## config.mk

```make
export PLATFORM = sky130hd
export DESIGN_NAME = load_store_unit_flat
export DESIGN_NICKNAME = d
export VERILOG_FILES = /design/src/rtl/load_store_unit_if.sv /design/src/rtl/load_store_unit.sv /design/src/flat_wrapper.sv
export SDC_FILE = /design/constraint.sdc
export NUM_CORES = 1
export LEC_CHECK = 0
export CAP_MARGIN = 20
export CORE_UTILIZATION = 39
export CTS_CLUSTER_DIAMETER = 80
export DETAILED_ROUTE_END_ITERATION = 12
export PLACE_DENSITY = 0.84
export SLEW_MARGIN = 20
export SYNTH_ARGS = -nofsm -noshare
export SYNTH_HDL_FRONTEND = slang
export SYNTH_SLANG_ARGS = --single-unit
```

## constraint.sdc

```tcl
create_clock -name clk -period 1.9 [get_ports clk]
set_input_delay 0.285 -clock clk [delete_from_list [all_inputs] [get_ports clk]]
set_output_delay 0.285 -clock clk [all_outputs]
set_load 0.05 [all_outputs]
```

## src/rtl/load_store_unit_if.sv

```systemverilog
// Bus bundle for the load/store unit: upstream op channel, memory request
// channel and downstream completion channel.
//
// Handshakes:
//   in_valid/in_ready : an op transfers on a rising edge where both are 1.
//                       in_valid may be raised at any time. Once raised, the
//                       in_* fields must stay stable until the transfer edge.
//   mem_req/mem_gnt   : a request transfers on a rising edge where both are 1.
//                       mem_req and all mem_* fields hold steady until then.
//   mem_rvalid        : read data for the last granted load. It is only
//                       sampled while a load is waiting for its data.
//   out_valid         : one-cycle completion pulse with no backpressure.
interface load_store_unit_if #(parameter int XLEN = 32) ();
  logic            in_valid;
  logic            in_ready;
  logic            in_load;
  logic            in_store;
  logic [2:0]      in_funct3;
  logic [XLEN-1:0] in_addr;
  logic [XLEN-1:0] in_wdata;
  logic [4:0]      in_rd;

  logic            mem_req;
  logic            mem_we;
  logic [XLEN-1:0] mem_addr;
  logic [3:0]      mem_be;
  logic [XLEN-1:0] mem_wdata;
  logic            mem_gnt;
  logic            mem_rvalid;
  logic [XLEN-1:0] mem_rdata;

  logic            out_valid;
  logic            out_we;
  logic [4:0]      out_rd;
  logic [XLEN-1:0] out_data;
  logic            out_exc;
  logic [XLEN-1:0] out_exc_addr;

  // Seen from the load/store unit
  modport slave (
    input  in_valid, in_load, in_store, in_funct3, in_addr, in_wdata, in_rd,
    output in_ready,
    output mem_req, mem_we, mem_addr, mem_be, mem_wdata,
    input  mem_gnt, mem_rvalid, mem_rdata,
    output out_valid, out_we, out_rd, out_data, out_exc, out_exc_addr
  );

  // Seen from the surrounding pipeline / memory
  modport master (
    output in_valid, in_load, in_store, in_funct3, in_addr, in_wdata, in_rd,
    input  in_ready,
    input  mem_req, mem_we, mem_addr, mem_be, mem_wdata,
    output mem_gnt, mem_rvalid, mem_rdata,
    input  out_valid, out_we, out_rd, out_data, out_exc, out_exc_addr
  );
endinterface

```

## src/rtl/load_store_unit.sv

```systemverilog
// RV32I load/store unit. It takes one op at a time from execute and checks
// alignment. For an aligned access it issues a single word-aligned memory
// request, then lane-selects and extends load data. A completion pulse carries
// the writeback or a misaligned-access exception.
module load_store_unit #(
  parameter int XLEN = 32
) (
  input  logic              clk,
  input  logic              rst_n,
  load_store_unit_if.slave  bus,
  output logic [1:0]        dbg_state
);

  typedef enum logic [1:0] {
    IDLE = 2'd0,
    REQ  = 2'd1,
    WAIT = 2'd2,
    RESP = 2'd3
  } state_t;

  state_t          state;

  // Op fields captured on accept
  logic            r_load;
  logic            r_store;
  logic [2:0]      r_funct3;
  logic [XLEN-1:0] r_addr;
  logic [XLEN-1:0] r_wdata;
  logic [4:0]      r_rd;

  // Decode of the incoming op, used only on the accept cycle
  logic            dec_ld;
  logic            dec_st;
  logic            dec_byte;
  logic            dec_half;
  logic            dec_mis;

  // Decode of the captured op, drives the memory side and load formatting
  logic            r_byte;
  logic            r_half;
  logic [7:0]      ld_byte;
  logic [15:0]     ld_half;
  logic [XLEN-1:0] ld_res;

  // Classify the incoming op. Load wins when both class bits are set.
  // Width codes without a legal meaning fall back to a word access.
  always_comb begin
    dec_ld   = bus.in_load;
    dec_st   = bus.in_store && !bus.in_load;
    dec_byte = (bus.in_funct3[1:0] == 2'b00) && !(dec_st && bus.in_funct3[2]);
    dec_half = (bus.in_funct3[1:0] == 2'b01) && !(dec_st && bus.in_funct3[2]);
    dec_mis  = (dec_ld || dec_st) &&
               ((dec_half && bus.in_addr[0]) ||
                (!dec_byte && !dec_half && (bus.in_addr[1:0] != 2'b00)));
  end

  // Width of the captured op, using the same fallback rules as above
  always_comb begin
    r_byte = (r_funct3[1:0] == 2'b00) && !(r_store && r_funct3[2]);
    r_half = (r_funct3[1:0] == 2'b01) && !(r_store && r_funct3[2]);
  end

  // Pick the addressed lane from read data and sign/zero-extend it.
  // funct3[2] set means unsigned (LBU/LHU).
  always_comb begin
    ld_byte = 8'h00;
    case (r_addr[1:0])
      2'd0:    ld_byte = bus.mem_rdata[7:0];
      2'd1:    ld_byte = bus.mem_rdata[15:8];
      2'd2:    ld_byte = bus.mem_rdata[23:16];
      default: ld_byte = bus.mem_rdata[31:24];
    endcase
    ld_half = r_addr[1] ? bus.mem_rdata[31:16] : bus.mem_rdata[15:0];
    if (r_byte) begin
      ld_res = {{(XLEN-8){!r_funct3[2] && ld_byte[7]}}, ld_byte};
    end else if (r_half) begin
      ld_res = {{(XLEN-16){!r_funct3[2] && ld_half[15]}}, ld_half};
    end else begin
      ld_res = bus.mem_rdata;
    end
  end

  // Memory request fields come straight from the captured op. They only
  // change on accept, so they stay stable for the whole request.
  always_comb begin
    bus.mem_addr = {r_addr[XLEN-1:2], 2'b00};
    bus.mem_we   = r_store;
    if (!r_store) begin
      bus.mem_be    = 4'b1111;
      bus.mem_wdata = r_wdata;
    end else if (r_byte) begin
      bus.mem_be    = 4'b0001 << r_addr[1:0];
      bus.mem_wdata = {4{r_wdata[7:0]}};
    end else if (r_half) begin
      bus.mem_be    = 4'b0011 << r_addr[1:0];
      bus.mem_wdata = {2{r_wdata[15:0]}};
    end else begin
      bus.mem_be    = 4'b1111;
      bus.mem_wdata = r_wdata;
    end
  end

  assign bus.in_ready     = (state == IDLE);
  assign bus.out_rd       = r_rd;
  assign bus.out_exc_addr = r_addr;
  assign dbg_state        = state;

  // Control FSM with registered request/completion outputs.
  // Reset abandons any op in flight.
  always_ff @(posedge clk) begin
    if (!rst_n) begin
      state         <= IDLE;
      r_load        <= 1'b0;
      r_store       <= 1'b0;
      r_funct3      <= 3'd0;
      r_addr        <= '0;
      r_wdata       <= '0;
      r_rd          <= 5'd0;
      bus.mem_req   <= 1'b0;
      bus.out_valid <= 1'b0;
      bus.out_we    <= 1'b0;
      bus.out_exc   <= 1'b0;
      bus.out_data  <= '0;
    end else begin
      case (state)
        IDLE: begin
          if (bus.in_valid) begin
            r_load   <= dec_ld;
            r_store  <= dec_st;
            r_funct3 <= bus.in_funct3;
            r_addr   <= bus.in_addr;
            r_wdata  <= bus.in_wdata;
            r_rd     <= bus.in_rd;
            if (!dec_ld && !dec_st) begin
              bus.out_data  <= bus.in_addr;
              bus.out_we    <= (bus.in_rd != 5'd0);
              bus.out_exc   <= 1'b0;
              bus.out_valid <= 1'b1;
              state         <= RESP;
            end else if (dec_mis) begin
              bus.out_we    <= 1'b0;
              bus.out_exc   <= 1'b1;
              bus.out_valid <= 1'b1;
              state         <= RESP;
            end else begin
              bus.mem_req <= 1'b1;
              state       <= REQ;
            end
          end
        end
        REQ: begin
          if (bus.mem_gnt) begin
            bus.mem_req <= 1'b0;
            if (r_load) begin
              state <= WAIT;
            end else begin
              bus.out_we    <= 1'b0;
              bus.out_exc   <= 1'b0;
              bus.out_valid <= 1'b1;
              state         <= RESP;
            end
          end
        end
        WAIT: begin
          if (bus.mem_rvalid) begin
            bus.out_data  <= ld_res;
            bus.out_we    <= (r_rd != 5'd0);
            bus.out_exc   <= 1'b0;
            bus.out_valid <= 1'b1;
            state         <= RESP;
          end
        end
        RESP: begin
          bus.out_valid <= 1'b0;
          bus.out_we    <= 1'b0;
          bus.out_exc   <= 1'b0;
          state         <= IDLE;
        end
        default: state <= IDLE;
      endcase
    end
  end

endmodule

```

## src/flat_wrapper.sv

```systemverilog
// flat-port wrapper written by rule: the top's interface ports become plain ports
module load_store_unit_flat 
#(
  parameter int XLEN = 32
)
  (clk, rst_n, dbg_state, bus_in_valid, bus_in_load, bus_in_store, bus_in_funct3, bus_in_addr, bus_in_wdata, bus_in_rd, bus_in_ready, bus_mem_req, bus_mem_we, bus_mem_addr, bus_mem_be, bus_mem_wdata, bus_mem_gnt, bus_mem_rvalid, bus_mem_rdata, bus_out_valid, bus_out_we, bus_out_rd, bus_out_data, bus_out_exc, bus_out_exc_addr);
  load_store_unit_if #(.XLEN(XLEN)) bus_i ();
  input  logic clk;
  input  logic rst_n;
  output logic [1:0] dbg_state;
  input wire logic [$bits(bus_i.in_valid)-1:0] bus_in_valid;
  input wire logic [$bits(bus_i.in_load)-1:0] bus_in_load;
  input wire logic [$bits(bus_i.in_store)-1:0] bus_in_store;
  input wire logic [$bits(bus_i.in_funct3)-1:0] bus_in_funct3;
  input wire logic [$bits(bus_i.in_addr)-1:0] bus_in_addr;
  input wire logic [$bits(bus_i.in_wdata)-1:0] bus_in_wdata;
  input wire logic [$bits(bus_i.in_rd)-1:0] bus_in_rd;
  output wire logic [$bits(bus_i.in_ready)-1:0] bus_in_ready;
  output wire logic [$bits(bus_i.mem_req)-1:0] bus_mem_req;
  output wire logic [$bits(bus_i.mem_we)-1:0] bus_mem_we;
  output wire logic [$bits(bus_i.mem_addr)-1:0] bus_mem_addr;
  output wire logic [$bits(bus_i.mem_be)-1:0] bus_mem_be;
  output wire logic [$bits(bus_i.mem_wdata)-1:0] bus_mem_wdata;
  input wire logic [$bits(bus_i.mem_gnt)-1:0] bus_mem_gnt;
  input wire logic [$bits(bus_i.mem_rvalid)-1:0] bus_mem_rvalid;
  input wire logic [$bits(bus_i.mem_rdata)-1:0] bus_mem_rdata;
  output wire logic [$bits(bus_i.out_valid)-1:0] bus_out_valid;
  output wire logic [$bits(bus_i.out_we)-1:0] bus_out_we;
  output wire logic [$bits(bus_i.out_rd)-1:0] bus_out_rd;
  output wire logic [$bits(bus_i.out_data)-1:0] bus_out_data;
  output wire logic [$bits(bus_i.out_exc)-1:0] bus_out_exc;
  output wire logic [$bits(bus_i.out_exc_addr)-1:0] bus_out_exc_addr;
  assign bus_i.in_valid = bus_in_valid;
  assign bus_i.in_load = bus_in_load;
  assign bus_i.in_store = bus_in_store;
  assign bus_i.in_funct3 = bus_in_funct3;
  assign bus_i.in_addr = bus_in_addr;
  assign bus_i.in_wdata = bus_in_wdata;
  assign bus_i.in_rd = bus_in_rd;
  assign bus_in_ready = bus_i.in_ready;
  assign bus_mem_req = bus_i.mem_req;
  assign bus_mem_we = bus_i.mem_we;
  assign bus_mem_addr = bus_i.mem_addr;
  assign bus_mem_be = bus_i.mem_be;
  assign bus_mem_wdata = bus_i.mem_wdata;
  assign bus_i.mem_gnt = bus_mem_gnt;
  assign bus_i.mem_rvalid = bus_mem_rvalid;
  assign bus_i.mem_rdata = bus_mem_rdata;
  assign bus_out_valid = bus_i.out_valid;
  assign bus_out_we = bus_i.out_we;
  assign bus_out_rd = bus_i.out_rd;
  assign bus_out_data = bus_i.out_data;
  assign bus_out_exc = bus_i.out_exc;
  assign bus_out_exc_addr = bus_i.out_exc_addr;
  load_store_unit #(.XLEN(XLEN)) u_core (.clk(clk), .rst_n(rst_n), .bus(bus_i), .dbg_state(dbg_state));
endmodule
```

Word level (Yosys, flattened, before mapping)
Index checks and enable logic that the tools add are counted.

word-level totals
  output and inout port bits = 145
  flip-flop bits (word level) = 112
  logic and storage cells = 110
  input port bits = 111

cells by class
  shift-type cells = 2
  equality and inequality tests = 15
  reductions and logical operators = 37
  muxes and demuxes = 44

operators with widths
  cell                                                  count
  two-way mux 32 bit                                    8
  one-hot mux 32 bit (2 select lines)                   1
  one-hot mux 8 bit (3 select lines)                    1
  two-way mux 1 bit                                     20
  two-way mux 16 bit                                    1
  logical AND 1 bit                                     14
  two-way mux 4 bit                                     3
  != test 2 bit (second input constant)                 6
  one-hot mux 1 bit (4 select lines)                    3
  two-way mux 2 bit                                     5
  AND reduction 5 bit                                   2
  nonzero test 5 bit                                    2
  equality test 2 x 1 -> 1 bit (second input constant)  4
  zero test 2 bit                                       4
  one-hot mux 2 bit (4 select lines)                    1
  zero test 1 bit                                       7
  equality test 2 bit (second input constant)           3
  nonzero test 2 bit                                    3
  AND reduction 4 bit                                   1
  left shift 1 x 2 -> 4 bit (first input constant)      1
  left shift 2 x 2 -> 4 bit (first input constant)      1
  != test 3 x 1 -> 1 bit (second input constant)        1
  AND reduction 3 bit                                   1
  logical OR 1 bit                                      2
  other kinds (3)                                       3

Depth between registers and ports, before layout
  depth in word-level cells = 14
  depth in mapped cells = 10

Worst setup path before layout
No wires, ideal clock.

  kind = reg-to-output
  from = register u_core.r_store (netlist: u_core.bus.mem_we)
  to = output port bus_mem_wdata[24]
  buffers on the path = 2
  required time = 1615 ps
  setup slack = -631 ps
  arrival = 2246 ps
  cell stages (with the launch flop) = 6
  path through = dfxtp_1 and2_1 buf_2 clkbuf_1 nor2_1 a21oi_1

between the ends
  cells in the longest elaborated chain, start to end = 6
  elaborated cells between the ends (all ways) = 7
  those cells by class = mux: 3; reduce/logical: 4

ends and longest elaborated chain
  what                    line                                          source
  start, declared         load_store_unit.sv:25                         logic r_store;
  start signal, assigned  load_store_unit.sv:129                        r_store <= dec_st;
  logical AND 1 bit       load_store_unit.sv:59, load_store_unit.sv:60
  zero test 1 bit         load_store_unit.sv:59, load_store_unit.sv:60
  logical AND 1 bit       load_store_unit.sv:60                         r_half = (r_funct3[1:0] == 2'b01) && !(r_store && r_funct3[2]);
  two-way mux 32 bit      load_store_unit.sv:94                         end else if (r_half) begin
  two-way mux 32 bit      load_store_unit.sv:91                         end else if (r_byte) begin
  two-way mux 32 bit *    load_store_unit.sv:88                         if (!r_store) begin
  end, declared           flat_wrapper.sv:23                            output wire logic [$bits(bus_i.mem_wdata)-1:0] bus_mem_wdata;

Mark *: on every way between the ends. The rest lies on a longest branch, timed or not.

Worst setup path in the final report
  from = register u_core.r_funct3[1]
  to = output port bus_mem_wdata[11]

between the ends
  cells in the longest elaborated chain, start to end = 4

ends and longest elaborated chain
  what                    line                    source
  start, declared         load_store_unit.sv:26   logic [2:0] r_funct3;
  start signal, assigned  load_store_unit.sv:130  r_funct3 <= bus.in_funct3;
  zero test 2 bit         load_store_unit.sv:59   r_byte = (r_funct3[1:0] == 2'b00) && !(r_store && r_funct3[2]);
  logical AND 1 bit       load_store_unit.sv:59
  two-way mux 32 bit      load_store_unit.sv:91
  two-way mux 32 bit      load_store_unit.sv:88

No other way between the ends.

==> impl_metrics.json <==
{
  "fin_crit_sh_pct": 107,
  "synth_top_area_share_pct": 37.1,
  "slowest_stage": "dfxtp_2",
  "dp_hpwl_mm": 14.8,
  "status": "finished, violations left",
  "drv_cap": 0,
  "synth_top_area_cell": "dfxtp_1",
  "slowest_delay_ns": 0.34,
  "final_cell_mix": "210 x clkdlybuf4s50_1, 167 x nand2_1, 110 x a21oi_1",
  "clockBufferDepth": 2,
  "power_density_nw_per_um2": 1430,
  "regArea_um2": 2260,
  "rows": 45,
  "port_buffers": 253,
  "hp-start": "bus_in_wdata[22]",
  "ys_top_cells_by_area": "dfxtp_1 37%, nand2_1 10%, a21oi_1 9.9%",
  "timing.final.ws_setup_ns": -0.138,
  "ys_ff_latch": 112,
  "final_cells": 1180,
  "fin_util_pct": 64.1,
  "nNetsFinal": 1106,
  "finClkSkew_ns": 0.00922,
  "drt_iter0_markers": 580,
  "rsz0062_at_grt": "true",
  "cp.required_ns": 1.62,
  "antenna_found_initial": 0,
  "grt_start_max_net_pins": 76,
  "maxSlewViolCount": 0,
  "synth_edf_count": 0,
  "clkTransAtPathRegs_ns": 0.08,
  "p_leak_nw": 3.63,
  "grt_use_met3_pct": 6.28,
  "routed_via_density": 5.55,
  "wirelength_mm": 21.7,
  "final-hold-violation-count": 0,
  "worstMarginPinSlew_ns": 0.616,
  "critical_path.startpoint": "u_core.r_funct3[1]",
  "pin_count": 256,
  "crit_arrival_ns": 1.75,
  "path_class": "register to output port",
  "num-fill-cells": 1217,
  "yosysWarnings": 0,
  "drt_first_pass_iters": 8,
  "path_cells": "nor2_4 -> and2_4 -> nor2b_4 -> buf_8 -> mux2_4 -> buf_8",
  "async_reset_ff_share_pct": 0,
  "syn-instance-count": 762,
  "endpoint_kind": "output port",
  "grt_util_met2_pct": 43.8,
  "final_common_cell": "clkdlybuf4s50_1",
  "syn_area_per_cell_um2": 7.93,
  "reg2reg_slack_ns": -0.02,
  "cts_made_buffers": 9,
  "die_h_um": 126,
  "synthFlopType": "dfxtp_1",
  "insertion_delay_ns": 0.36,
  "track_usage_pct": 25.6,
  "worstSetupStartpointType": "register",
  "vias": 6552,
  "peakVddDrop_mv": 0.846,
  "cts_tree": "built",
  "hold_ws_ns": 0.460,
  "seq_area_frac_synth_pct": 37.1,
  "fin_total_pwr_w": 0.0139,
  "initial_core_util_pct": 39.9,
  "drc_errors": 0,
  "ant_nets": 0,
  "slew_headroom_pct": 58.9,
  "violations": "setup timing",
  "synth_area_um2": 6040,
  "gr-usage-met1_pct": 29.8,
  "h-tree-depth": 3,
  "reg2reg_from": "u_core.dbg_state[1]",
  "final.min_clock_period_ns": 2.04,
  "dp_cells": 1154,
  "fp.dieW_um": 126,
  "place_congestion": 0.904,
  "hold_path.class": "input port to register",
  "grt-busiest-layer": "met2",
  "coreArea_um2": 15100,
  "crit_top_cell": "buf_8",
  "multi_input_area_um2": 3500,
  "yosys.cell_types.count": 55,
  "dp_slack_ns": -0.362,
  "die_area_um2": 16000,
  "max_freq_ghz": 0.491,
  "drive_gt1_share_pct": 21.5,
  "setup_violations": 18,
  "crit_fanout": 8,
  "area_delta_synth_final_pct": 60.6,
  "grt_pass1_wl_mm": 32.4,
  "grt_pass1_vias": 6188,
  "clockRootBuffer": "clkbuf_16",
  "wl_per_cell_um": 18.4,
  "clock_sinks": 112,
  "diodes": 0,
  "overflow": 0
}
==> path summary, 6_finish.rpt <==
path,to,depth (start not counted)
setup / recovery,bus_mem_wdata[11],6
hold / removal,u_core.r_wdata[22],3
setup reg to reg,u_core.bus.out_data[20],8
hold reg to reg,u_core.r_wdata[20],2
==> power breakdown <==
part | switching [W] | leakage, nW | total [W] | internal, W
Sequential | 0.000469 | 0.923 | 0.00345 | 0.00298
Clock | 0.000938 | 0.142 | 0.00192 | 0.000985
Combinational | 0.00531 | 2.57 | 0.00851 | 0.00319
Total | 0.00672 | 3.63 | 0.0139 | 0.00716
==> flip-flops by register name (all words and copies together), names as in the netlist, 2 cells and up <==
| signal | count |
|---|---|
| u_core.r_wdata | 32 |
| u_core.dbg_state | 2 |
| u_core.bus.out_data | 32 |
| u_core.bus.out_rd | 5 |
| u_core.r_funct3 | 3 |
| u_core.bus.out_exc_addr | 32 |
==> final cells by class <==
cell class                 count  area share (%)
tap                          188            2.42
multi-input combinational    537            36.0
timing repair buffer         315            34.6
clock inverter                 6           0.503
clock buffer                  10            2.58
inverter                      12           0.606
sequential                   112            23.3
==> stage by stage <==
stage / TNS (ns) / cell area (um^2)
2_1_floorplan: -1.03 / 6230
3_3_place_gp: -7.15 / 8920
3_5_place_dp: -8.28 / 8920
4_1_cts: -1.79 / 9450
5_1_grt: -3.01 / 9710
6_report: -1.57 / 9710
==> critical path, delay by kind of cell (launching register included) <==
family        cells  cell delay [ns]
mux               1             0.32
flops             1             0.34
simple gates      3             0.41
buf+inv           2             0.31
==> synth_stat cells, types with 3 or more instances <==
cell and n:
nand2_1 169, ha_1 8, buf_2 6, a211oi_1 11
buf_6 7, mux2_2 19, buf_4 42, mux2i_1 10
o32ai_1 12, and2_1 4, clkbuf_1 41, nand2b_1 3
nor2b_1 4, nand3_1 15, o211ai_1 9, a21oi_2 7
nor2_1 18, a22oi_1 4, a222oi_1 3, a21oi_1 119
o21ai_0 56, o31ai_1 3, inv_1 10, o221ai_1 4
o2bb2ai_1 5, nor3_1 15, dfxtp_1 112, o32ai_2 10
==> logic make-up after synthesis <==
family / after synthesis / synth area share, %
simple gates: 235 / 16.1
flops: 112 / 37.1
buf+inv: 114 / 11.1
mux: 29 / 5.20
fa+ha+maj: 8 / 1.66
compound gates: 263 / 28.7
other cells: 1 / 0.0620
==> metal layers <==
layer / up-vias / wire (um)
met4: 0 / 940
li1: 3089 / -
met3: 68 / 1670
met2: 320 / 10700
met5: - / 0
met1: 3075 / 8410
==> timing repair <==
| item | 4_1_cts | 5_1_grt |
|---|---|---|
| setup buffers | 4 | 2 |
| gates resized for setup | 57 | 36 |
| setup endpoints to repair | 27 | 55 |
| gates cloned | 0 | 4 |
| pin swaps | 2 | 8 |
| hold buffers | 0 | 0 |
Note: power is estimated with default switching activity, not from simulation.
